File: config.mk
export PLATFORM = sky130hd
export DESIGN_NAME = cjg_muldiv
export DESIGN_NICKNAME = d
export VERILOG_FILES = /design/src/rtl/cjg_muldiv.sv
export SDC_FILE = /design/constraint.sdc
export NUM_CORES = 1
export LEC_CHECK = 0
export BUFFER_PORTS_ARGS = -buffer_cell sky130_fd_sc_hd__buf_2
export CAP_MARGIN = 20
export CORE_UTILIZATION = 57
export CTS_BUF_LIST = sky130_fd_sc_hd__clkbuf_8
export DETAILED_ROUTE_END_ITERATION = 6
export PLACE_DENSITY_LB_ADDON = 0.1
export SYNTH_ARGS = -nofsm -noshare
export SYNTH_HDL_FRONTEND = slang
export SYNTH_SLANG_ARGS = --single-unit
File: constraint.sdc
create_clock -name clk -period 3.8 [get_ports clk]
set_input_delay 0.76 -clock clk [delete_from_list [all_inputs] [get_ports clk]]
set_output_delay 0.76 -clock clk [all_outputs]
set_load 0.01 [all_outputs]
File: src/rtl/cjg_muldiv.sv
// Sequential multiply/divide unit: signed shift-add multiply or unsigned restoring
// divide, one result bit per clock, with ALU-format c/n/v/z flags.
module cjg_muldiv #(
  parameter int WIDTH = 32
) (
  input  logic             clk,
  input  logic             reset,
  input  logic             start,
  input  logic             op,
  input  logic [WIDTH-1:0] a,
  input  logic [WIDTH-1:0] b,
  output logic             busy,
  output logic             done,
  output logic [WIDTH-1:0] result,
  output logic [WIDTH-1:0] rem,
  output logic             c,
  output logic             n,
  output logic             v,
  output logic             z,
  input  logic             scan_in0,
  input  logic             scan_en,
  input  logic             test_mode,
  output logic             scan_out0
);

  localparam int CNT_W = $clog2(WIDTH + 1);

  localparam logic [1:0] S_IDLE = 2'd0;
  localparam logic [1:0] S_CALC = 2'd1;
  localparam logic [1:0] S_DONE = 2'd2;

  logic [1:0]       state_q, state_d;
  logic [CNT_W-1:0] cnt_q, cnt_d;
  logic             op_q, op_d;
  logic             sign_q, sign_d;
  logic [WIDTH-1:0] hi_q, hi_d;
  logic [WIDTH-1:0] lo_q, lo_d;
  logic [WIDTH-1:0] opnd_q, opnd_d;
  logic             done_q, done_d;
  logic [WIDTH-1:0] result_q, result_d;
  logic [WIDTH-1:0] rem_q, rem_d;
  logic             n_q, n_d;
  logic             v_q, v_d;
  logic             z_q, z_d;

  logic [WIDTH:0]     mul_sum;
  logic [WIDTH:0]     div_sh;
  logic [WIDTH:0]     div_diff;
  logic               div_ge;
  logic [2*WIDTH-1:0] prod_s;
  logic               mul_ovf;
  logic [WIDTH-1:0]   fin_result;
  logic               dft_unused;

  function automatic logic [WIDTH-1:0] abs_val(input logic [WIDTH-1:0] x);
    return x[WIDTH-1] ? (~x + 1'b1) : x;
  endfunction

  function automatic logic [2*WIDTH-1:0] apply_sign(input logic [2*WIDTH-1:0] p,
                                                    input logic s);
    return s ? (~p + 1'b1) : p;
  endfunction

  // Multiply: hi accumulates partial sums, lo holds the multiplier and collects
  // the low product bits as everything shifts right.
  assign mul_sum = {1'b0, hi_q} + (lo_q[0] ? {1'b0, opnd_q} : '0);

  // Divide: {hi, lo} = {remainder, dividend/quotient} shifting left.
  assign div_sh   = {hi_q, lo_q[WIDTH-1]};
  assign div_diff = div_sh - {1'b0, opnd_q};
  assign div_ge   = (div_sh >= {1'b0, opnd_q});

  assign prod_s     = apply_sign({hi_q, lo_q}, sign_q);
  assign mul_ovf    = !((&prod_s[2*WIDTH-1:WIDTH-1]) || !(|prod_s[2*WIDTH-1:WIDTH-1]));
  assign fin_result = op_q ? lo_q : prod_s[WIDTH-1:0];

  always_comb begin
    state_d  = state_q;
    cnt_d    = cnt_q;
    op_d     = op_q;
    sign_d   = sign_q;
    hi_d     = hi_q;
    lo_d     = lo_q;
    opnd_d   = opnd_q;
    done_d   = 1'b0;
    result_d = result_q;
    rem_d    = rem_q;
    n_d      = n_q;
    v_d      = v_q;
    z_d      = z_q;
    case (state_q)
      S_IDLE: begin
        if (start) begin
          state_d = S_CALC;
          cnt_d   = CNT_W'(WIDTH);
          op_d    = op;
          hi_d    = '0;
          if (op) begin
            sign_d = 1'b0;
            lo_d   = a;
            opnd_d = b;
          end else begin
            sign_d = a[WIDTH-1] ^ b[WIDTH-1];
            lo_d   = abs_val(b);
            opnd_d = abs_val(a);
          end
        end
      end
      S_CALC: begin
        cnt_d = cnt_q - CNT_W'(1);
        if (op_q) begin
          hi_d = div_ge ? div_diff[WIDTH-1:0] : div_sh[WIDTH-1:0];
          lo_d = {lo_q[WIDTH-2:0], div_ge};
        end else begin
          hi_d = mul_sum[WIDTH:1];
          lo_d = {mul_sum[0], lo_q[WIDTH-1:1]};
        end
        if (cnt_q == CNT_W'(1)) begin
          state_d = S_DONE;
        end
      end
      S_DONE: begin
        state_d  = S_IDLE;
        done_d   = 1'b1;
        result_d = fin_result;
        rem_d    = op_q ? hi_q : '0;
        n_d      = fin_result[WIDTH-1];
        z_d      = (fin_result == '0);
        v_d      = op_q ? (opnd_q == '0) : mul_ovf;
      end
      default: state_d = S_IDLE;
    endcase
  end

  always_ff @(posedge clk or negedge reset) begin
    if (!reset) begin
      state_q  <= S_IDLE;
      cnt_q    <= '0;
      op_q     <= 1'b0;
      sign_q   <= 1'b0;
      hi_q     <= '0;
      lo_q     <= '0;
      opnd_q   <= '0;
      done_q   <= 1'b0;
      result_q <= '0;
      rem_q    <= '0;
      n_q      <= 1'b0;
      v_q      <= 1'b0;
      z_q      <= 1'b0;
    end else begin
      state_q  <= state_d;
      cnt_q    <= cnt_d;
      op_q     <= op_d;
      sign_q   <= sign_d;
      hi_q     <= hi_d;
      lo_q     <= lo_d;
      opnd_q   <= opnd_d;
      done_q   <= done_d;
      result_q <= result_d;
      rem_q    <= rem_d;
      n_q      <= n_d;
      v_q      <= v_d;
      z_q      <= z_d;
    end
  end

  // The done-pulse cycle still counts as busy so busy and done fall together.
  assign busy      = (state_q != S_IDLE) | done_q;
  assign done      = done_q;
  assign result    = result_q;
  assign rem       = rem_q;
  assign c         = 1'b0;
  assign n         = n_q;
  assign v         = v_q;
  assign z         = z_q;
  assign scan_out0 = 1'b0;

  assign dft_unused = scan_in0 ^ scan_en ^ test_mode;

endmodule

Yosys cells after proc, flatten, opt, wreduce, memory -nomap -nowiden
Index checks and enable logic that the tools add are counted.
Widths: inputs -> output; s select.
{ "totals": {"regBits": 174, "output_inout_bits": 71} }
{ "op_classes": {"n_lt_le_gt_ge": 1, "n_mux": 23, "eq_ne": 5, "bitwise_logic": 5, "reduce_logical": 13, "n_addsub": 6} }
{ "ops": {"columns": ["cell", "n"], "rows": [
  ["$mux 32", 12],
  ["$pmux 32 s2", 2],
  ["$add 32x1->32 const B", 2],
  ["$add 64x1->64 const B", 1],
  ["$logic_not 32->1", 2],
  ["$mux 64", 1],
  ["$not 32->32", 2],
  ["$not 64->64", 1],
  ["$add 32x32->33", 1],
  ["$ge 33x32->1", 1],
  ["$reduce_and 33->1", 1],
  ["$reduce_or 33->1", 1],
  ["$sub 32x32->32", 1],
  ["$pmux 6 s2", 1],
  ["$eq 6x1->1 const B", 1],
  ["$mux 6", 1],
  ["$reduce_and 2->1", 3],
  ["$sub 6x1->6 const B", 1],
  ["$mux 2", 2],
  ["$ne 2x2->1 const B", 2],
  ["$pmux 2 s2", 1],
  ["$reduce_bool 2->1", 2],
  ["$mux 1", 3],
  ["$eq 2x1->1 const B", 1],
  ["6 further kinds", 7]
]} }

Logic depth before layout (Yosys ltp)
{ "logic_depth": {"depth_word": 8, "ltp_mapped": 15, "ltp_nobuf": 14} }

Least setup slack after synthesis
Ideal clock, no wire load.
{ "synth_timing": {"path_kind": "register to register", "startpoint": "register lo_q[0]", "endpoint": "register v_q, in the netlist v", "slack_ps": 47, "arrival_ps": 3611, "setup_time_ps": 141, "synth_period_minus_slack_ps": 3753, "path_stages_with_launch": 13, "path_buffers": 1, "cell_sequence": "dfrtp_1 > inv_1 > buf_1 > ha_1 > nor3b_1 > and3_1 > nand3_1 > o41ai_1 > xor2_1 > or4_1 > or4_1 > o211ai_1 > a31oi_1"} }
{ "synth_via": {"elab_chain_cells": 8, "elab_cells_between_ends": 9, "cone_classes": "add/sub (1); mux (2); bitwise (1); reduce/logical (5)"} }
{ "synth_lines": {"columns": ["element", "line", "rtl"], "rows": [
  ["start: declaration", "37", "logic [WIDTH-1:0] lo_q, lo_d;"],
  ["start signal: assignment", "156", "lo_q <= lo_d;"],
  ["$not 64->64 *", "61", "return s ? (~p + 1'b1) : p;"],
  ["$add 64x1->64 *", "61", null],
  ["$mux 64 *", "61", null],
  ["$reduce_or 33->1", "74", "assign mul_ovf = !((&prod_s[2*WIDTH-1:WIDTH-1]) || !(|prod_s[2*WIDTH-1:WIDTH-1]));"],
  ["$logic_not 1->1", "74", null],
  ["$logic_or 1x1->1 *", "74", null],
  ["$logic_not 1->1 *", "74", null],
  ["$mux 1 *", "129", "v_d = op_q ? (opnd_q == '0) : mul_ovf;"],
  ["end signal: assignment", "162", "v_q <= v_d;"],
  ["end: declaration", "43", "logic v_q, v_d;"]
]} }
Mark *: on every way between the ends. The rest lies on a longest branch, timed or not.
A chain may end at the register's enable or synchronous reset.

Worst setup path in the final report
{ "layout_timing": {"startpoint": "register hi_q[6]", "endpoint": "register v_q, in the netlist v"} }
{ "layout_via": {"elab_chain_cells": 8, "elab_cells_between_ends": 9, "cone_classes": "add/sub (1); mux (2); bitwise (1); reduce/logical (5)"} }
{ "layout_lines": {"columns": ["element", "line", "rtl"], "rows": [
  ["start: declaration", "36", "logic [WIDTH-1:0] hi_q, hi_d;"],
  ["start signal: assignment", "155", "hi_q <= hi_d;"],
  ["$not 64->64", "61", null],
  ["$add 64x1->64", "61", null],
  ["$mux 64 *", "61", null],
  ["$reduce_or 33->1", "74", null],
  ["$logic_not 1->1", "74", null],
  ["$logic_or 1x1->1 *", "74", null],
  ["$logic_not 1->1 *", "74", null],
  ["$mux 1 *", "129", null]
]} }
Marks and branches as above.

==> impl_results.md <==
* Status: finished, violations left
* Failing checks: design-rule violations
* GRT Util Overall at 0.357
* Number of remaining DRC errors at 12
* CP cell instances: or4_4, or4_4, or3_4, xor2_1, or4bb_1, a2111o_1, or4_4, o211ai_1, a31oi_1
* Wire length per cell at 19.7 µm
* Nets@finish at 2299
* Syn-to-layout area delta at 14.7%
* Width of the die at 166 µm
* Worst path slowest cell: or4_4
* CP delay by family, top: simple AND/OR/NAND/NOR gates
* Share of cells above drive strength 1 at 0.180
* Seq/Total Area, Yosys at 0.282
* Synth Cell Area at 15300 µm²
* Hold Vio Cnt, Final at 0
* Synth top area cells: dfrtp_1 28%, nand2_1 6.3%, ha_1 5.6%
* Non-filler cells, final at 2505
* Synthesized area per cell at 7.65 µm²
* Initial Utilization at 0.586
* Yosys warns at 0
* Placer Congestion at 0.987
* Maximum clock path buffer count at 2
* FF-to-FF Start: hi_q[6]$_DFFE_PN0P_
* Most frequent cells in the layout: 256 x nand2_1, 187 x nor2_1, 172 x dfrtp_1
* Placed Area at 17000 µm²
* Leakage at 7.78 nW
* Post-DP HPWL at 37800 µm
* RSZ-0062 raised after global routing: yes
* Required time worst endpoint at 4120 ps
* Inst Count DP at 2471
* Synth top area share at 0.282
* Final Critical Period at 3720 ps
* Synth Instances at 2006
* Max-cap violations at 0
* Synth Flop Type: dfrtp_1
* Buf/Inv on CP at 0
* Final ANT Viol Nets at 0
* Hold crit path type: input pin to asynchronous set/reset pin
* CTS tree: built
* Via density at 6.28
* Die height at 166 µm
* Vias in the first global route at 14721
* Core area at 26200 µm²
* Largest net degree at the start of global routing at 99
* Startpoint class of the critical path: flop
* Die Area at 27600 µm²
* Vias at 15725
* Crit path max fanout at 3
* Synth unique cells at 87
* Skew-Pair Late Insertion Delay at 490 ps
* Crit share post-route at 0.979
* Clk root buf: clkbuf_8
* Sink Count at 173
* Max IR drop VDD at 0.491 mV
* Ant diodes at 0
* Post-Route WL at 49300 µm
* Crit path kind: flop to flop
* Pwr Density at 968 nW/µm²
* Initial antenna violation count at 1
* Final setup viols at 0
* Cell taking the most area after synthesis: dfrtp_1
* Slew headroom at 0.305
* Max incr delay on CP at 590 ps
* Fmax at 269 MHz
* FF+latch count, synth at 173
* Slew @ Worst Pin at 1040 ps
* Final Util at 0.672
* Critical Path Source: hi_q[6]$_DFFE_PN0P_
* Filler cell count at 2353
* Grt total ovfl at 0
* Num CTS Buffers at 17
* I/O pin count at 142
* Overall Power at 17.0 mW
* Iter 0 DRT Violations at 1540
* First-pass GRT wire length at 78400 µm
* Critical path endpoint category: flop
* CP Data Arrival Time at 4040 ps
* Most numerous cell on the critical path: or4_4
* Hold_buf cts at 0
* Final slew viol count at 0
* Core Rows at 59
* Number of enable flip-flop cells after synthesis at 0
* Worst-path clk slew at 120 ps
* DR pass1 iterations at 7
* CTS H-tree lvls at 4
* Port bufs at 136
* Ys async rst share at 1.00
* Post-route cell area at 17600 µm²
* Commonest non-fill, non-tap cell in the layout: nand2_1
* Worst clock skew at 21.8 ps
[metrics by stage]
stage                     setup TNS (ps)  setup WS, ps  hold WS [ps]
after detailed placement           -32.4         -32.4           450
final                                  0          80.7           308
after CTS                              0          7.80           330
after global routing               -21.9         -21.9           370
after floorplan                        0          47.3           450
after global placement             -3.48         -3.48           445
[metal layers]
| layer | vias up | part of all wire | track usage | routed length [µm] |
|---|---|---|---|---|
| met5 | - | 0 | 0 | 0 |
| met4 | 0 | 0.031 | 0.130 | 1520 |
| met3 | 108 | 0.084 | 0.0498 | 4140 |
| met2 | 655 | 0.44 | 0.546 | 21700 |
| met1 | 7449 | 0.45 | 0.512 | 21900 |
| li1 | 7513 | - | - | - |
[Yosys cell counts, types with 22 or more instances]
| library cell | instances |
|---|---|
| or3_1 | 33 |
| a211oi_1 | 28 |
| a21oi_1 | 134 |
| xor2_1 | 94 |
| nand3_1 | 48 |
| ha_1 | 69 |
| xnor2_1 | 73 |
| a31oi_1 | 32 |
| nand4_1 | 23 |
| inv_1 | 69 |
| or4_1 | 24 |
| nand2_1 | 257 |
| clkbuf_1 | 124 |
| nor2_1 | 188 |
| nor3_1 | 52 |
| nor4_1 | 27 |
| mux2i_1 | 40 |
| o21ai_0 | 171 |
| dfrtp_1 | 173 |
| a21o_1 | 30 |
| a22oi_1 | 22 |
| o31ai_1 | 32 |
[layout make-up]
class,count,area [µm²],share of cell area
clock buffer,17,234,0.0133
clock inverter,15,148,0.00839
inverter,71,267,0.0151
multi-input combinational,1609,10300,0.586
sequential,173,4330,0.246
tap,335,419,0.0238
timing repair buffer,285,1880,0.107
[final timing paths]
| kind | endpoint | depth (start not counted) | slack (ps) |
|---|---|---|---|
| min in group clk | rem[4]$_DFFE_PN0P_ | 2 | 470 |
| max in group asynchronous | opnd_q[9]$_DFFE_PN0P_ | 2 | 2490 |
| worst max-delay path | v$_DFFE_PN0P_ | 9 | 80 |
| worst max register to register | v$_DFFE_PN0P_ | 9 | 80 |
| worst min register to register | rem[4]$_DFFE_PN0P_ | 2 | 470 |
| worst min-delay path | rem[18]$_DFFE_PN0P_ | 1 | 310 |
[cell families (layout without fill, tap and decap cells)]
group,after synthesis,in the layout,share of synthesized area
other,1,2,0.000244
and+or+nand+nor,746,746,0.236
AOI/OAI and AO/OA,576,576,0.237
adders and majority gates,71,71,0.0589
buffers and inverters,225,388,0.0589
DFF,173,173,0.282
muxes,47,47,0.0312
xor gates and xnor gates,167,167,0.0953
[state kept, by name (all words and copies together), names as in the netlist]
name,cells
done,1
op_q,1
rem,32
hi_q,32
v,1
lo_q,32
opnd_q,32
state_q,2
sign_q,1
z,1
result,32
cnt_q,6
[where the power goes]
group          internal (mW)  switching (mW)  leakage [nW]
combinational           5.12            7.35          5.52
clock                  0.486           0.803         0.188
sequential              2.66           0.621          2.07
[repair_timing]
action,in CTS,in global routing
gates resized for setup,6,34
pin swaps,2,16
buffers inserted,0,2
setup endpoints to repair,1,32
Note: power is estimated with default switching activity, not from simulation.
